===== config.mk =====
export PLATFORM = sky130hd
export DESIGN_NAME = vga_sync_gen
export DESIGN_NICKNAME = d
export VERILOG_FILES = /design/src/rtl/vga_pkg.sv /design/src/rtl/vga_axis_counter.sv /design/src/rtl/vga_sync_gen.sv
export SDC_FILE = /design/constraint.sdc
export NUM_CORES = 1
export LEC_CHECK = 0
export CORE_ASPECT_RATIO = 0.7
export CORE_MARGIN = 8
export CORE_UTILIZATION = 45
export CTS_CLUSTER_SIZE = 24
export DETAILED_ROUTE_END_ITERATION = 12
export GPL_ROUTABILITY_DRIVEN = 0
export PLACE_DENSITY_LB_ADDON = 0.12
export SYNTH_ARGS = -nofsm -noshare
export SYNTH_HDL_FRONTEND = slang
export SYNTH_SLANG_ARGS = --single-unit

===== constraint.sdc =====
create_clock -name clk -period 6.3 [get_ports clk]
set_input_delay 1.26 -clock clk [delete_from_list [all_inputs] [get_ports clk]]
set_output_delay 1.26 -clock clk [all_outputs]
set_load 0.1 [all_outputs]

===== src/rtl/vga_pkg.sv =====
// Shared VGA timing defaults (640x480 @ 60 Hz), counter type and 3-bit colour constants.
// Included by vga_axis_counter and vga_sync_gen.
package vga_pkg;

  localparam int H_VISIBLE_DEF = 640;
  localparam int H_FP_DEF      = 16;
  localparam int H_SYNC_DEF    = 96;
  localparam int H_BP_DEF      = 48;
  localparam int V_VISIBLE_DEF = 480;
  localparam int V_FP_DEF      = 10;
  localparam int V_SYNC_DEF    = 2;
  localparam int V_BP_DEF      = 33;

  localparam int H_TOTAL = H_VISIBLE_DEF + H_FP_DEF + H_SYNC_DEF + H_BP_DEF;
  localparam int V_TOTAL = V_VISIBLE_DEF + V_FP_DEF + V_SYNC_DEF + V_BP_DEF;

  localparam int CNT_W = 10;
  typedef logic [CNT_W-1:0] cnt_t;
  typedef logic [2:0]       rgb_t;

  // {R,G,B}
  localparam rgb_t BLACK   = 3'b000;
  localparam rgb_t BLUE    = 3'b001;
  localparam rgb_t GREEN   = 3'b010;
  localparam rgb_t CYAN    = 3'b011;
  localparam rgb_t RED     = 3'b100;
  localparam rgb_t MAGENTA = 3'b101;
  localparam rgb_t YELLOW  = 3'b110;
  localparam rgb_t WHITE   = 3'b111;

  // True when lo <= c < hi.
  function automatic logic in_window(cnt_t c, cnt_t lo, cnt_t hi);
    return (c >= lo) && (c < hi);
  endfunction

endpackage


===== src/rtl/vga_axis_counter.sv =====
// One timing axis (horizontal or vertical): a wrapping position counter with a
// registered sync output that is aligned with the count.
module vga_axis_counter
  import vga_pkg::*;
#(
  parameter int   VISIBLE  = H_VISIBLE_DEF,
  parameter int   FP       = H_FP_DEF,
  parameter int   SYNC     = H_SYNC_DEF,
  parameter int   BP       = H_BP_DEF,
  parameter logic SYNC_POL = 1'b0
) (
  input  logic clk,
  input  logic reset,
  input  logic enable,
  output cnt_t count,
  output logic wrap,
  output logic sync
);

  localparam int   TOTAL   = VISIBLE + FP + SYNC + BP;
  localparam cnt_t LAST    = cnt_t'(TOTAL - 1);
  localparam cnt_t SYNC_LO = cnt_t'(VISIBLE + FP);
  localparam cnt_t SYNC_HI = cnt_t'(VISIBLE + FP + SYNC);

  cnt_t count_next;

  assign wrap = enable && (count == LAST);

  // NOTE: the default assignment first keeps this block purely combinational (no latch).
  always_comb begin
    count_next = count;
    if (enable) count_next = wrap ? '0 : count + 1'b1;
  end

  // Sync is decoded from the next count so the registered pulse lines up with count.
  // NOTE: state registers use non-blocking assignments so every flop samples pre-edge values.
  always_ff @(posedge clk or posedge reset) begin
    if (reset) begin
      count <= '0;
      sync  <= ~SYNC_POL;
    end else begin
      count <= count_next;
      sync  <= in_window(count_next, SYNC_LO, SYNC_HI) ? SYNC_POL : ~SYNC_POL;
    end
  end

endmodule


===== src/rtl/vga_sync_gen.sv =====
// VGA timing generator: pixel-clock divider, x/y scan counters, registered syncs and frame tick.
// Define VGA_SYNC_OUT_REG_EN to add one pixel-wide output register on vga_rgb/hsync/vsync.
module vga_sync_gen
  import vga_pkg::*;
#(
  parameter int   CLK_DIV   = 2,
  parameter int   H_VISIBLE = H_VISIBLE_DEF,
  parameter int   H_FP      = H_FP_DEF,
  parameter int   H_SYNC    = H_SYNC_DEF,
  parameter int   H_BP      = H_BP_DEF,
  parameter int   V_VISIBLE = V_VISIBLE_DEF,
  parameter int   V_FP      = V_FP_DEF,
  parameter int   V_SYNC    = V_SYNC_DEF,
  parameter int   V_BP      = V_BP_DEF,
  parameter logic SYNC_POL  = 1'b0
) (
  input  logic       clk,
  input  logic       reset,
  input  logic [2:0] rgb_in,
  output logic [9:0] xpos,
  output logic [9:0] ypos,
  output logic       active,
  output logic       tick,
  output logic       pix_stb,
  output logic       hsync,
  output logic       vsync,
  output logic [2:0] vga_rgb
);

  localparam logic [1:0] DIV_LAST     = 2'(CLK_DIV - 1);
  localparam cnt_t       H_VIS_END    = cnt_t'(H_VISIBLE);
  localparam cnt_t       V_VIS_END    = cnt_t'(V_VISIBLE);
  localparam cnt_t       V_LAST_VIS   = cnt_t'(V_VISIBLE - 1);

  logic [1:0] div;
  logic       h_wrap;
  logic       v_wrap_unused;
  logic       h_sync;
  logic       v_sync;

  always_ff @(posedge clk or posedge reset) begin
    if (reset) div <= '0;
    else       div <= (div == DIV_LAST) ? '0 : div + 2'd1;
  end

  // Gated by reset so that CLK_DIV=1 (divider pinned at its last value) stays quiet in reset.
  assign pix_stb = (div == DIV_LAST) && !reset;

  vga_axis_counter #(
    .VISIBLE (H_VISIBLE),
    .FP      (H_FP),
    .SYNC    (H_SYNC),
    .BP      (H_BP),
    .SYNC_POL(SYNC_POL)
  ) u_h_axis (
    .clk   (clk),
    .reset (reset),
    .enable(pix_stb),
    .count (xpos),
    .wrap  (h_wrap),
    .sync  (h_sync)
  );

  vga_axis_counter #(
    .VISIBLE (V_VISIBLE),
    .FP      (V_FP),
    .SYNC    (V_SYNC),
    .BP      (V_BP),
    .SYNC_POL(SYNC_POL)
  ) u_v_axis (
    .clk   (clk),
    .reset (reset),
    .enable(h_wrap),
    .count (ypos),
    .wrap  (v_wrap_unused),
    .sync  (v_sync)
  );

  assign active = (xpos < H_VIS_END) && (ypos < V_VIS_END);

  // Fires on the edge that moves the scan onto (x=0, y=V_VISIBLE): first cycle of vertical blanking.
  always_ff @(posedge clk or posedge reset) begin
    if (reset) tick <= 1'b0;
    else       tick <= h_wrap && (ypos == V_LAST_VIS);
  end

`ifdef VGA_SYNC_OUT_REG_EN
  always_ff @(posedge clk or posedge reset) begin
    if (reset) begin
      vga_rgb <= BLACK;
      hsync   <= ~SYNC_POL;
      vsync   <= ~SYNC_POL;
    end else if (pix_stb) begin
      vga_rgb <= active ? rgb_in : BLACK;
      hsync   <= h_sync;
      vsync   <= v_sync;
    end
  end
`else
  // active decodes (0,0) as visible during reset, so blank explicitly there.
  assign vga_rgb = (active && !reset) ? rgb_in : BLACK;
  assign hsync   = h_sync;
  assign vsync   = v_sync;
`endif

endmodule

==> results of run 1 <==
-- layer usage --
metal | share of wire | GRT usage | up-vias
met5 | 0 | 0 | -
met4 | 0.0033 | 0.0256 | 0
met3 | 0.097 | 0.0546 | 2
met2 | 0.41 | 0.191 | 59
met1 | 0.49 | 0.209 | 705
li1 | - | - | 715
-- flip-flops by register name, indices dropped and copies added, names as in the netlist --
| name | flops |
|---|---|
| u_h_axis.count | 10 |
| u_h_axis.sync | 1 |
| u_v_axis.count | 10 |
| tick | 1 |
| u_v_axis.sync | 1 |
| div | 2 |
-- kinds of logic after synthesis --
family	Yosys count	synth area share
AND/OR/NAND/NOR	83	0.297
AO/OA/AOI/OAI	40	0.167
flip-flops	25	0.392
buffers and inverters	19	0.0594
XOR/XNOR	10	0.0547
adder cells (fa/ha/maj)	3	0.0234
multiplexers	1	0.00625
-- power groups by stage --
| stage | Sequential [mW] | Combinational [mW] | Clock [mW] |
|---|---|---|---|
| 4_1_cts | 0.208 | 0.227 | 0.100 |
| 2_1_floorplan | 0.310 | 0.0781 | 0 |
| 6_report | 0.208 | 0.226 | 0.0948 |
| 3_3_place_gp | 0.212 | 0.225 | 0 |
| 5_1_grt | 0.212 | 0.237 | 0.107 |
| 3_5_place_dp | 0.211 | 0.226 | 0 |
-- Yosys cell counts, types with 4 or more instances --
| cell | n |
|---|---|
| sky130_fd_sc_hd__nor3_1 | 5 |
| sky130_fd_sc_hd__xnor2_1 | 7 |
| sky130_fd_sc_hd__a21oi_1 | 5 |
| sky130_fd_sc_hd__o21ai_0 | 11 |
| sky130_fd_sc_hd__o21ai_1 | 5 |
| sky130_fd_sc_hd__nand2_1 | 16 |
| sky130_fd_sc_hd__dfrtp_1 | 23 |
| sky130_fd_sc_hd__nand4_1 | 9 |
| sky130_fd_sc_hd__clkbuf_1 | 4 |
| sky130_fd_sc_hd__nor2_1 | 12 |
| sky130_fd_sc_hd__inv_1 | 8 |
| sky130_fd_sc_hd__buf_2 | 4 |
| sky130_fd_sc_hd__nand3_1 | 12 |
-- layout by cell type (no fill, tap or decap), types with 3 or more instances in the layout --
cell	instances
sky130_fd_sc_hd__and3_1	3
sky130_fd_sc_hd__xnor2_1	7
sky130_fd_sc_hd__nand2_1	16
sky130_fd_sc_hd__inv_1	8
sky130_fd_sc_hd__nand4_1	9
sky130_fd_sc_hd__clkbuf_8	3
sky130_fd_sc_hd__o21ai_1	5
sky130_fd_sc_hd__and2_1	3
sky130_fd_sc_hd__o21ai_0	11
sky130_fd_sc_hd__ha_1	3
sky130_fd_sc_hd__nor3_1	5
sky130_fd_sc_hd__nor2b_1	3
sky130_fd_sc_hd__clkdlybuf4s50_1	32
sky130_fd_sc_hd__nand3_1	12
sky130_fd_sc_hd__a21oi_1	5
sky130_fd_sc_hd__nor4_1	3
sky130_fd_sc_hd__nor2_1	12
sky130_fd_sc_hd__dfrtp_1	23
sky130_fd_sc_hd__xor2_1	3
-- how the worst min path moves through the flow --
| stage | slack (ps) | cells past startpoint | startpoint | to |
|---|---|---|---|---|
| 2_1_floorplan | 410 | 1 | div[0] | div[0] |
| 3_3_place_gp | 420 | 1 | div[0] | div[0] |
| 3_5_place_dp | 440 | 1 | div[0] | div[0] |
| 4_1_cts | 450 | 1 | div[0] | div[0] |
| 5_1_grt | 490 | 1 | div[0] | div[1] |
| 6_report | 450 | 1 | div[0] | div[0] |
-- final cells by class --
type | instances | area share
sequential | 25 | 0.318
timing repair buffer | 33 | 0.166
inverter | 8 | 0.0152
clock inverter | 1 | 0.00254
clock buffer | 3 | 0.0209
multi-input combinational | 137 | 0.445
tap | 50 | 0.0317
-- per-stage QoR --
step                std cells  hold WS (ps)   util
finish                    257           446  0.569
CTS                       257           451  0.569
detailed placement        253           439  0.556
floorplan                 181           409      -
global placement          253           421  0.556
global route              257           488  0.569
==> insert_results.sql, run 1 <==
INSERT INTO impl_metrics (metric_group, metric, value, unit) VALUES
('synthesis', 'yosys_warnings', '0', ''),
('detailed_routing', 'drt-pass1-iter-count', '4', ''),
('grt', 'grt.overflow.total', '0', ''),
('power', 'pwr-share-seq', '0.394', ''),
('synthesis', 'postSynth.topFlopCell', 'sky130_fd_sc_hd__dfrtp_1', ''),
('final_layout', 'layout.cell_area.non_filler', '1970', 'µm²'),
('grt', 'grt_first_pass_wirelength', '6.62', 'mm'),
('detailed_routing', 'detail_route.wl_per_cell', '15.4', 'µm'),
('setup_path', 'worst-path-max-fanout', '13', ''),
('sta', 'hold_viol', '0', ''),
('grt', 'gr-usage-all-layers', '0.143', ''),
('sta', 'rsz0062_at_grt', 'no', ''),
('grt', 'number_of_antenna_violations_at_the_first_check_in_global_routing', '0', ''),
('grt', 'via_count_of_the_first_global_routing_pass', '1351', ''),
('sta', 'setup_slack', '1330', 'ps'),
('setup_path', 'cp.buffers_inverters', '3', ''),
('power', 'power_switching_share', '0.477', ''),
('sta', 'setup_viol', '0', ''),
('final_layout', 'n_antenna_cell', '0', ''),
('final_layout', 'layout.nets', '216', ''),
('sta', 'fin_worst_skew', '5.89', 'ps'),
('setup_path', 'worst_r2r_startpoint', 'u_h_axis.count[5]', ''),
('die', 'standard_cell_rows', '18', ''),
('clocking', 'tritoncts', 'yes', ''),
('power', 'power.net_switching', '252', 'µW'),
('clocking', 'clk-insertion-delay-late', '270', 'ps'),
('final_layout', 'fill_cells', '343', ''),
('detailed_routing', 'final_antenna_net_count', '0', ''),
('synthesis', 'ys_seq_area_frac', '0.392', ''),
('sta', 'finalCritPeriodShare', '0.789', ''),
('final_layout', 'area_growth', '23.2', '%'),
('final_layout', 'multiInputGateArea', '878', 'µm²'),
('detailed_routing', 'wirelength', '3.95', 'mm'),
('place', 'pre_cts_setup_slack', '1330', 'ps'),
('setup_path', 'timing.critical_path.from', 'reset', ''),
('setup_path', 'cp_slowest_stage_delay', '1170', 'ps'),
('synthesis', 'synth_nets', '189', ''),
('clocking', 'numCtsBuffers', '3', ''),
('clocking', 'cts_resized', '0', ''),
('detailed_routing', 'dr_total_vias', '1481', ''),
('setup_path', 'cp_common_cell', 'sky130_fd_sc_hd__clkdlybuf4s50_1', ''),
('die', 'fp.dieArea', '5750', 'µm²'),
('detailed_routing', 'avgViaCountPerCell', '5.76', ''),
('setup_path', 'worstSetupStartpointType', 'primary input', ''),
('clocking', 'ctsRootBufferMaster', 'sky130_fd_sc_hd__clkbuf_8', ''),
('detailed_routing', 'number_of_drc_markers_after_the_initial_detailed_route_iteration', '248', ''),
('setup_path', 'crit_slowest_cell', 'sky130_fd_sc_hd__clkdlybuf4s50_1', ''),
('die', 'die_w', '87.3', 'µm'),
('power', 'irDropWorstVdd', '0.251', 'mV'),
('synthesis', 'ys_seq_elements', '25', ''),
('synthesis', 'mappedNetlistArea', '1600', 'µm²'),
('setup_path', 'crit_cells', '4', ''),
('die', 'die_height', '65.9', 'µm'),
('power', 'power.internal', '277', 'µW'),
('synthesis', 'synth_largest_type_area_fraction', '0.359', ''),
('die', 'core_region_area', '3470', 'µm²'),
('status', 'status', 'finished, final reports clean', ''),
('synthesis', 'post_synth_edffs', '0', ''),
('synthesis', 'synthDistinctLibCells', '54', ''),
('synthesis', 'syn_avg_cell_area', '8.85', 'µm²'),
('setup_path', 'arrival_worst_endpoint', '3710', 'ps'),
('power', 'design_power_total', '529', 'µW'),
('sta', 'peak_freq', '201', 'MHz'),
('power', 'combinationalPowerShare', '0.427', ''),
('power', 'cellLeakagePower', '0.798', 'nW'),
('synthesis', 'post-synth-top-area-cell', 'sky130_fd_sc_hd__dfrtp_1', ''),
('sta', 'slew_violations', '0', ''),
('place', 'numPortBuffers', '32', ''),
('setup_path', 'critical-path-top-delay-family', 'buffers and inverters', ''),
('clocking', 'clock_tree.buffer_depth', '2', ''),
('setup_path', 'worstRegToRegCells', '5', '');
Power figures use the tool's default switching activity.
==> run 2: changes to the inputs <==
Clock period 6.3 ns to 4.9 ns, I/O delays scaled along.
==> run 2 against run 1 <==
Global-route usage rose by 1.0 points. Total power rose by 30%. Register-to-register slack got worse by 1400 ps. Flip-flop and latch count did not move. Final cell count did not move. Clock-buffer cell count rose by 1. Setup slack got worse by 12 ps. Sequential share of layout area rose by 0.18 points. Clock power rose by 33%. Critical path type unchanged.
==> insert_results.sql, run 2 (synthesis gave the netlist of run 1 again) <==
INSERT INTO impl_metrics (metric_group, metric, value, unit) VALUES
('detailed_routing', 'final_antenna_net_count', '0', ''),
('power', 'cellLeakagePower', '0.801', 'nW'),
('clocking', 'ctsRootBufferMaster', 'sky130_fd_sc_hd__clkbuf_8', ''),
('setup_path', 'timing.critical_path.required', '3920', 'ps'),
('clocking', 'cts_sinks', '25', ''),
('final_layout', 'layout.nets', '216', ''),
('grt', 'grt_first_pass_wirelength', '6.99', 'mm'),
('grt', 'via_count_of_the_first_global_routing_pass', '1449', ''),
('power', 'clkPwrFrac', '0.184', ''),
('sta', 'measured_slew_at_the_worst_slew_check_pin', '980', 'ps'),
('power', 'pwr-share-seq', '0.392', ''),
('final_layout', 'n_antenna_cell', '0', ''),
('clocking', 'tritoncts', 'yes', ''),
('detailed_routing', 'number_of_drc_markers_after_the_initial_detailed_route_iteration', '136', ''),
('power', 'irDropWorstVdd', '0.401', 'mV'),
('sta', 'fin_worst_skew', '3.78', 'ps'),
('setup_path', 'arrival_worst_endpoint', '2600', 'ps'),
('clocking', 'cts_resized', '0', ''),
('die', 'standard_cell_rows', '18', ''),
('sta', 'finalCritPeriodShare', '0.731', ''),
('sta', 'tns', '0', 'ps'),
('run', 'drv_cap', '0', ''),
('setup_path', 'worstSetupStartpointType', 'primary input', ''),
('setup_path', 'crit_type', 'primary input to primary output', ''),
('clocking', 'clk-insertion-delay-late', '270', 'ps'),
('power', 'power.net_switching', '331', 'µW'),
('sta', 'hold_viol', '0', ''),
('sta', 'slew_violations', '0', ''),
('final_layout', 'leading_cell_type_in_the_layout_fill_and_taps_excluded', 'sky130_fd_sc_hd__clkdlybuf4s50_1', ''),
('power', 'power_switching_share', '0.481', ''),
('clocking', 'postCtsSetupBuffers', '0', ''),
('clocking', 'cts.reportedPaths.clkPinSlew', '90', 'ps'),
('detailed_routing', 'detail_route.wl_per_cell', '16.6', 'µm'),
('final_layout', 'regArea', '628', 'µm²'),
('die', 'core_region_area', '3470', 'µm²'),
('grt', 'gr-usage-all-layers', '0.153', ''),
('sta', 'setup_viol', '0', ''),
('final_layout', 'layout.cell_area.non_filler', '1960', 'µm²'),
('setup_path', 'timing.critical_path.to_type', 'primary output', ''),
('die', 'die_height', '65.9', 'µm'),
('grt', 'number_of_antenna_violations_at_the_first_check_in_global_routing', '0', ''),
('place', 'place_area', '1920', 'µm²'),
('final_layout', 'fill_cells', '330', ''),
('clocking', 'ctsHoldBuffers', '0', ''),
('place', 'numPortBuffers', '32', ''),
('sta', 'rsz0062_at_grt', 'no', ''),
('final_layout', 'final_core_utilization', '0.566', ''),
('detailed_routing', 'drt-pass1-iter-count', '4', ''),
('status', 'status', 'finished, final reports clean', ''),
('power', 'power.internal', '357', 'µW'),
('clocking', 'clock_tree.buffer_depth', '2', ''),
('die', 'initial_utilization', '0.462', ''),
('detailed_routing', 'avgViaCountPerCell', '5.89', ''),
('power', 'combinationalPowerShare', '0.424', ''),
('clocking', 'numCtsBuffers', '3', ''),
('detailed_routing', 'dr_total_vias', '1514', ''),
('final_layout', 'top_regs', 'u_h_axis.count (10), u_v_axis.count (10), div (2)', ''),
('hold_path', 'timing.hold.worst.class', 'register to register', ''),
('sta', 'peak_freq', '279', 'MHz'),
('clocking', 'cts.htree.levels', '1', ''),
('die', 'die_w', '87.3', 'µm'),
('grt', 'grt_start_max_net_pins', '26', ''),
('sta', 'timing.final.crit_period', '3580', 'ps'),
('setup_path', 'worst-path-max-fanout', '13', ''),
('final_layout', 'drive_gt1_frac', '0.0966', ''),
('die', 'boundaryPins', '33', ''),
('power', 'p_per_area', '350', 'nW/µm²'),
('detailed_routing', 'wirelength', '4.26', 'mm'),
('place', 'dp_hpwl', '3.10', 'mm'),
('sta', 'max-slew-margin-rel', '0.345', ''),
('setup_path', 'worstRegToRegCells', '5', ''),
('die', 'fp.dieArea', '5750', 'µm²'),
('hold_path', 'worstHoldPathCells', '1', ''),
('detailed_routing', 'drc', '0', ''),
('grt', 'grt.overflow.total', '0', ''),
('final_layout', 'area_growth', '22.5', '%'),
('final_layout', 'multiInputGateArea', '878', 'µm²'),
('final_layout', 'mostFrequentLayoutCells', '28 x sky130_fd_sc_hd__clkdlybuf4s50_1, 23 x sky130_fd_sc_hd__dfrtp_1, 16 x sky130_fd_sc_hd__nand2_1', '');
run 2: changes by cell type in the layout (fill, tap and decap cells not counted):
cell                              delta
sky130_fd_sc_hd__buf_4               +4
sky130_fd_sc_hd__clkbuf_1            +1
sky130_fd_sc_hd__clkdlybuf4s50_1     -4
sky130_fd_sc_hd__clkinv_2            -1
run 2: per-layer routing:
| metal | track usage | routed length [µm] |
|---|---|---|
| met1 | 0.207 | 2030 |
| met2 | 0.221 | 1880 |
| met3 | 0.0521 | 326 |
| met4 | 0.0490 | 27 |
| met5 | 0 | 0 |
run 2: per-stage QoR:
stage / std cells / setup slack [ps] / hold slack [ps] / total power [mW]
global placement: 253 / 1370 / 421 / 0.561
floorplan: 181 / 654 / 409 / 0.499
finish: 257 / 1320 / 448 / 0.687
detailed placement: 253 / 1320 / 438 / 0.564
CTS: 257 / 1310 / 451 / 0.689
global route: 257 / 1260 / 477 / 0.713
run 2: power by group through the flow:
stage                     logic [mW]  clock network [mW]  registers [mW]
final                          0.291               0.126           0.270
after global routing           0.303               0.136           0.274
after CTS                      0.293               0.128           0.268
after detailed placement       0.293                   0           0.272
after global placement         0.289                   0           0.272
after floorplan                0.100                   0           0.399
run 2: area by class of cell:
class                           count  share of cell area
Tap cell                           50              0.0319
Clock buffer                        4              0.0230
Multi-Input combinational cell    137               0.448
Inverter                            8              0.0153
Timing Repair Buffer               33               0.162
Sequential cell                    25               0.320
run 2: critical path, stage by stage:
cell and delay [ps]:
sky130_fd_sc_hd__clkdlybuf4s50_1 430, sky130_fd_sc_hd__or3b_2 630, sky130_fd_sc_hd__inv_1 230, sky130_fd_sc_hd__buf_4 330
run 2: final timing paths:
check / from / endpoint / slack (ps)
setup / recovery: reset / pix_stb / 1320
hold / removal: div[0] / div[0] / 450
setup reg to reg: u_h_axis.count[5] / u_v_axis.sync / 2490
hold reg to reg: div[0] / div[0] / 450
max in group asynchronous: reset / u_v_axis.count[6] / 3020
min in group asynchronous: reset / div[1] / 1290
